## src/rtl/output_bcd_converter_pkg.sv

```systemverilog
// Shared definitions for the sequential double-dabble output BCD converter.
package output_bcd_converter_pkg;

  // Converter control states.
  typedef enum logic [1:0] {
    ST_IDLE  = 2'd0,
    ST_SHIFT = 2'd1,
    ST_DONE  = 2'd2
  } bcd_state_e;

  localparam int BCD_DIGIT_W       = 4;
  localparam int BCD_ADJ_THRESHOLD = 5;
  localparam int BCD_ADJ_ADD       = 3;

endpackage

```

## src/rtl/output_bcd_converter_bcd_digit_adjust.sv

```systemverilog
// Double-dabble digit correction: a 4-bit "add 3 if >= 5" with no carry out.
// The largest adjusted value is 12, so the result always fits in 4 bits.
module bcd_digit_adjust
  import output_bcd_converter_pkg::*;
(
  input  logic [BCD_DIGIT_W-1:0] i_digit,
  output logic [BCD_DIGIT_W-1:0] o_digit
);

  // Add 3 to a digit of 5 or more so that the next left shift carries correctly.
  always_comb begin
    o_digit = i_digit;
    if (i_digit >= BCD_DIGIT_W'(BCD_ADJ_THRESHOLD)) begin
      o_digit = i_digit + BCD_DIGIT_W'(BCD_ADJ_ADD);
    end else begin
      o_digit = i_digit;
    end
  end

endmodule

```

## src/rtl/output_bcd_converter.sv

```systemverilog
// Sequential binary-to-BCD converter for the seven-segment display path.
// A conversion runs IDLE -> SHIFT (WIDTH cycles) -> DONE; BCD only changes
// in DONE, so the display never sees intermediate scratch values.
// Optional feature macro: OUTPUT_BCD_AUTO_START_EN -- when defined, a change
// of BIN relative to the last converted value also starts a conversion.
module output_bcd_converter
  import output_bcd_converter_pkg::*;
#(
  parameter int WIDTH  = 8,
  parameter int DIGITS = 3
) (
  input  logic                          CLK,
  input  logic                          RESET,
  input  logic                          START,
  input  logic [WIDTH-1:0]              BIN,
  output logic                          BUSY,
  output logic                          DONE,
  output logic [BCD_DIGIT_W*DIGITS-1:0] BCD
);

  localparam int SCR_W = BCD_DIGIT_W * DIGITS;
  localparam int CNT_W = $clog2(WIDTH + 1);

  bcd_state_e             r_state;
  bcd_state_e             w_state_nxt;
  logic [WIDTH-1:0]       r_bin;
  logic [SCR_W-1:0]       r_scratch;
  logic [CNT_W-1:0]       r_cnt;
  logic [SCR_W-1:0]       r_bcd;
  logic                   r_busy;
  logic                   r_done;
  logic [SCR_W-1:0]       w_adj;
  logic [SCR_W+WIDTH-1:0] w_shift;
  logic                   w_start;
  logic                   w_last_shift;

`ifdef OUTPUT_BCD_AUTO_START_EN
  logic [WIDTH-1:0] r_last_bin;

  assign w_start = START | (BIN != r_last_bin);

  // Remember the value of the last accepted conversion so changes retrigger.
  always_ff @(posedge CLK) begin
    if (RESET) begin
      r_last_bin <= {WIDTH{1'b0}};
    end else if ((r_state == ST_IDLE) && w_start) begin
      r_last_bin <= BIN;
    end else begin
      r_last_bin <= r_last_bin;
    end
  end
`else
  assign w_start = START;
`endif

  // One adjust cell per scratch digit.
  for (genvar g = 0; g < DIGITS; g++) begin : g_adj
    bcd_digit_adjust u_adj (
      .i_digit (r_scratch[g*BCD_DIGIT_W +: BCD_DIGIT_W]),
      .o_digit (w_adj[g*BCD_DIGIT_W +: BCD_DIGIT_W])
    );
  end

  assign w_shift      = {w_adj, r_bin} << 1;
  assign w_last_shift = (r_cnt == CNT_W'(WIDTH - 1));

  // Next-state selection for the conversion sequencer.
  always_comb begin
    w_state_nxt = r_state;
    case (r_state)
      ST_IDLE: begin
        if (w_start) begin
          w_state_nxt = ST_SHIFT;
        end else begin
          w_state_nxt = ST_IDLE;
        end
      end
      ST_SHIFT: begin
        if (w_last_shift) begin
          w_state_nxt = ST_DONE;
        end else begin
          w_state_nxt = ST_SHIFT;
        end
      end
      ST_DONE: w_state_nxt = ST_IDLE;
      default: w_state_nxt = ST_IDLE;
    endcase
  end

  // State register; reset aborts any conversion in flight.
  always_ff @(posedge CLK) begin
    if (RESET) begin
      r_state <= ST_IDLE;
    end else begin
      r_state <= w_state_nxt;
    end
  end

  // Datapath: capture, shift/adjust, result publication and output flags.
  always_ff @(posedge CLK) begin
    if (RESET) begin
      r_bin     <= {WIDTH{1'b0}};
      r_scratch <= {SCR_W{1'b0}};
      r_cnt     <= {CNT_W{1'b0}};
      r_bcd     <= {SCR_W{1'b0}};
      r_busy    <= 1'b0;
      r_done    <= 1'b0;
    end else begin
      r_busy <= (w_state_nxt == ST_SHIFT);
      r_done <= 1'b0;
      case (r_state)
        ST_IDLE: begin
          if (w_start) begin
            r_bin     <= BIN;
            r_scratch <= {SCR_W{1'b0}};
            r_cnt     <= {CNT_W{1'b0}};
          end
        end
        ST_SHIFT: begin
          r_scratch <= w_shift[SCR_W+WIDTH-1:WIDTH];
          r_bin     <= w_shift[WIDTH-1:0];
          r_cnt     <= r_cnt + CNT_W'(1);
        end
        ST_DONE: begin
          r_bcd  <= r_scratch;
          r_done <= 1'b1;
        end
        default: begin
          r_done <= 1'b0;
        end
      endcase
    end
  end

  assign BUSY = r_busy;
  assign DONE = r_done;
  assign BCD  = r_bcd;

endmodule

```

## config.mk

```make
export PLATFORM = sky130hd
export DESIGN_NAME = output_bcd_converter
export DESIGN_NICKNAME = d
export VERILOG_FILES = /design/src/rtl/output_bcd_converter_pkg.sv /design/src/rtl/output_bcd_converter_bcd_digit_adjust.sv /design/src/rtl/output_bcd_converter.sv
export SDC_FILE = /design/constraint.sdc
export NUM_CORES = 1
export LEC_CHECK = 0
export CORE_AREA = 2 2 62 64
export DETAILED_ROUTE_END_ITERATION = 10
export DIE_AREA = 0 0 64 66
export DONT_BUFFER_PORTS = 1
export PLACE_DENSITY = 0.79
export SLEW_MARGIN = 10
export SYNTH_ARGS = -nofsm -noshare
export SYNTH_HDL_FRONTEND = slang
export SYNTH_SLANG_ARGS = --single-unit
```

## constraint.sdc

```tcl
create_clock -name CLK -period 1.8 [get_ports CLK]
set_clock_uncertainty 0.2 [all_clocks]
set_input_delay 0.36 -clock CLK [delete_from_list [all_inputs] [get_ports CLK]]
set_output_delay 0.36 -clock CLK [all_outputs]
set_load 0.03 [all_outputs]
```

==> impl_metrics.csv <==
group,metric,value,unit
outcome,status,"finished clean",
yosys,synth.distinct_cells,41,
layout,diodes,0,
pwr,intPower,0.001156,W
timing,worstMarginPinSlew,0.4097,ns
worst_setup_path,timing_worst_setup_path_type,"flip-flop to flip-flop",
timing,setup_viol,0,
yosys,postSynthAreaPerCell,8.458,µm²
clock_network,clk_latency,0.35,ns
die,num_rows,22,
placed_design,place_area,1931,µm²
placed_design,place_hpwl,2.741,mm
pwr,sw_frac_of_total,25.25,%
placed_design,placed_cells,265,
pwr,clockPowerShare,30.8,%
timing,max_freq,607.4,MHz
yosys,synth_seq_area_share,42.84,%
yosys,syn-num-nets,239,
yosys,synth.top_cell.area_share,42.84,%
worst_setup_path,start_kind,"flip-flop",
drt,remaining_drc_errors,0,
clock_network,clock_sinks,40,
yosys,synthFlopType,"dfxtp_1",
global_routing,grt_pass1_vias,1524,
timing,slew_viol_final,0,
worst_setup_path,path_max_fanout,5,
yosys,syn_area,1869,µm²
clock_network,postCtsSetupRepairBufs,0,
global_routing,antenna_found_initial,0,
global_routing,grt_pass1_wl,6.941,mm
clock_network,cts_buffers,5,
yosys,ys_seq_elements,40,
pwr,switchingPower,0.0003906,W
timing,period_share,91.47,%
clock_network,cts_tree,"done",
pwr,p_comb_share,9.0,%
clock_network,clock_path_buffers,2,
placed_design,place_ws,0.1443,ns
die,initial_core_util,52.64,%
worst_setup_path,cp.required,1.89,ns
yosys,yosys_warnings,0,
pwr,p_total,0.001546,W
placed_design,gp_congestion,0.8730,
drt,route.detailed.wl_per_inst,14.66,µm
timing,period_minus_slack,1.646,ns
layout,drive_gt1_share,9.957,%
placed_design,portBuffers,0,
global_routing,grt_max_degree,40,
timing,max_slew_margin,72.67,%
die,dieArea,4224,µm²
timing,rsz0062_at_grt,"false",
clock_network,cts_htree_levels,2,
worst_setup_path,worstPathArrival,1.74,ns
pwr,p_per_area,748.2,nW/µm²
yosys,synth_top_area_cell,"dfxtp_1",
clock_network,clkTransAtPathRegs,0.12,ns
die,io_pins,25,
die,die_w,64,µm
worst_setup_path,cp-startpoint,"r_scratch[1]$_SDFFE_PP0P_",
pwr,p_seq_share,60.3,%
layout,finalNonFillerCells,279,
timing,hold_viol,0,
die,fp.dieH,66,µm
drt,wirelength,4.090,mm
hold_path,hold_class,"input pin to flip-flop",
drt,drt-pass1-iter-count,4,
yosys,synth_edf_count,0,
hold_path,min_from,"RESET",
pwr,p_leak,0.6961,nW
layout,areaGrowthSynthToFinish,10.58,%
drt,vias,1634,
die,core-area,3551,µm²
drt,dr.first_iter.drc_count,69,
clock_network,cts-root-buf,"clkbuf_4",
run,cap_violations,0,
yosys,yosys-top-cells-area,"dfxtp_1, a21oi_1, nand2_1",
layout,fin_nets,248,
layout,final_area,2067,µm²
global_routing,grt_util_all_layers,21.01,%
timing,setup_tns,0,ns
drt,via_per_inst,5.857,
worst_setup_path,r2r_start,"r_scratch[1]$_SDFFE_PP0P_",
yosys,postSynthCellCount,221,
drt,drtAntennaViolNets,0,
pwr,ir_drop,0.0004981,V
timing,layout_setup_ws,0.1536,ns
worst_setup_path,endpoint_kind,"flip-flop",
yosys,synthArstFlopShare,0,%
global_routing,grt_overflow,0,
==> metal layers <==
metal | GRT usage [%] | vias up | wire length [µm]
met5 | 0 | - | 0
met4 | 8.696 | 0 | 73
met3 | 4.259 | 10 | 246
met2 | 36.98 | 52 | 2026
met1 | 24.82 | 776 | 1744
li1 | - | 796 | -
==> cell families after synthesis <==
logic type / count (synthesis) / share of synthesized area (%)
AOI/OAI and AO/OA: 59 / 21.08
xor gates and xnor gates: 1 / 0.4686
adders and majority gates: 7 / 4.685
buffers and inverters: 28 / 6.559
DFF: 40 / 42.84
muxes: 1 / 0.5355
and+or+nand+nor: 85 / 23.83
==> state kept, by name (all words and copies together) (netlist names) <==
register / count
BCD: 12
BUSY: 1
DONE: 1
r_bin: 8
r_cnt: 4
r_scratch: 12
r_state: 2
==> cell usage in the layout (no fill, tap or decap), types with 2 or more instances in the layout <==
cell / instances
clkbuf_4: 5
nand3_1: 4
o2bb2ai_1: 2
o211ai_1: 7
nand2b_1: 4
dfxtp_2: 2
nor4b_1: 3
o21a_1: 3
nor2_1: 18
nor4_1: 2
inv_1: 15
or3_1: 8
ha_1: 7
dfxtp_1: 38
nand2_1: 26
dlygate4sd3_1: 5
o21ai_0: 6
o22ai_1: 3
a211oi_1: 5
buf_4: 9
a22oi_1: 2
clkinv_2: 2
o2111ai_1: 6
nor2b_1: 8
a21oi_1: 20
nand4b_1: 3
==> cells in the mapped netlist, types with 3 or more instances <==
master	number
dfxtp_1	40
nand2_1	26
a21oi_1	20
nor2_1	18
inv_1	15
nor2b_1	8
or3_1	8
ha_1	7
o211ai_1	7
o2111ai_1	6
o21ai_0	6
a211oi_1	5
buf_2	5
nand2b_1	5
clkbuf_1	4
nand3_1	4
nand4b_1	3
nor4b_1	3
o21a_1	3
o22ai_1	3
==> worst paths after layout <==
| check | depth (start not counted) | end | slack, ns |
|---|---|---|---|
| max reg2reg | 5 | r_scratch[4]$_SDFFE_PP0P_ | 0.15 |
| max | 5 | r_scratch[4]$_SDFFE_PP0P_ | 0.15 |
| min reg2reg | 2 | BCD[11]$_SDFFE_PP0P_ | 0.30 |
| min | 2 | r_scratch[9]$_SDFFE_PP0P_ | 0.02 |
==> cell type report <==
cell class | count | area [µm²]
clock buffer | 6 | 51.30
tap | 48 | 60.06
timing repair buffer | 15 | 137.6
clock inverter | 2 | 10.01
multi-input combinational | 153 | 948.4
fill | 336 | 1484
sequential | 40 | 803.3
inverter | 15 | 56.30
==> critical path, cell delays in order, from the launching register on <==
cell and delay (ns):
dfxtp_1 0.41, inv_1 0.08, ha_1 0.20, nor2b_1 0.17, or4_1 0.41, a21oi_1 0.13
==> power by group through the flow <==
stage	clock, W	sequential, W	combinational (W)
after floorplan	0	0.000944	0.000101
after global placement	0	0.000950	0.000108
after detailed placement	0	0.000951	0.000111
after CTS	0.000490	0.000931	0.000133
after global routing	0.000524	0.000935	0.000155
final	0.000476	0.000932	0.000139
==> what timing repair did <==
item,CTS,global route
endpoints found under the hold margin,38,2
setup endpoints to repair,0,3
hold buffers,4,2
gates resized for setup,0,3
==> through the flow <==
stage / hold slack (ns) / util, %
after floorplan: 0.2414 / -
after global placement: 0.2318 / 54.37
after detailed placement: 0.2354 / 54.37
after CTS: 0.0005138 / 57.51
after global routing: 0.008299 / 58.21
final: 0.01535 / 58.21
(Power assumes the default switching activity.)
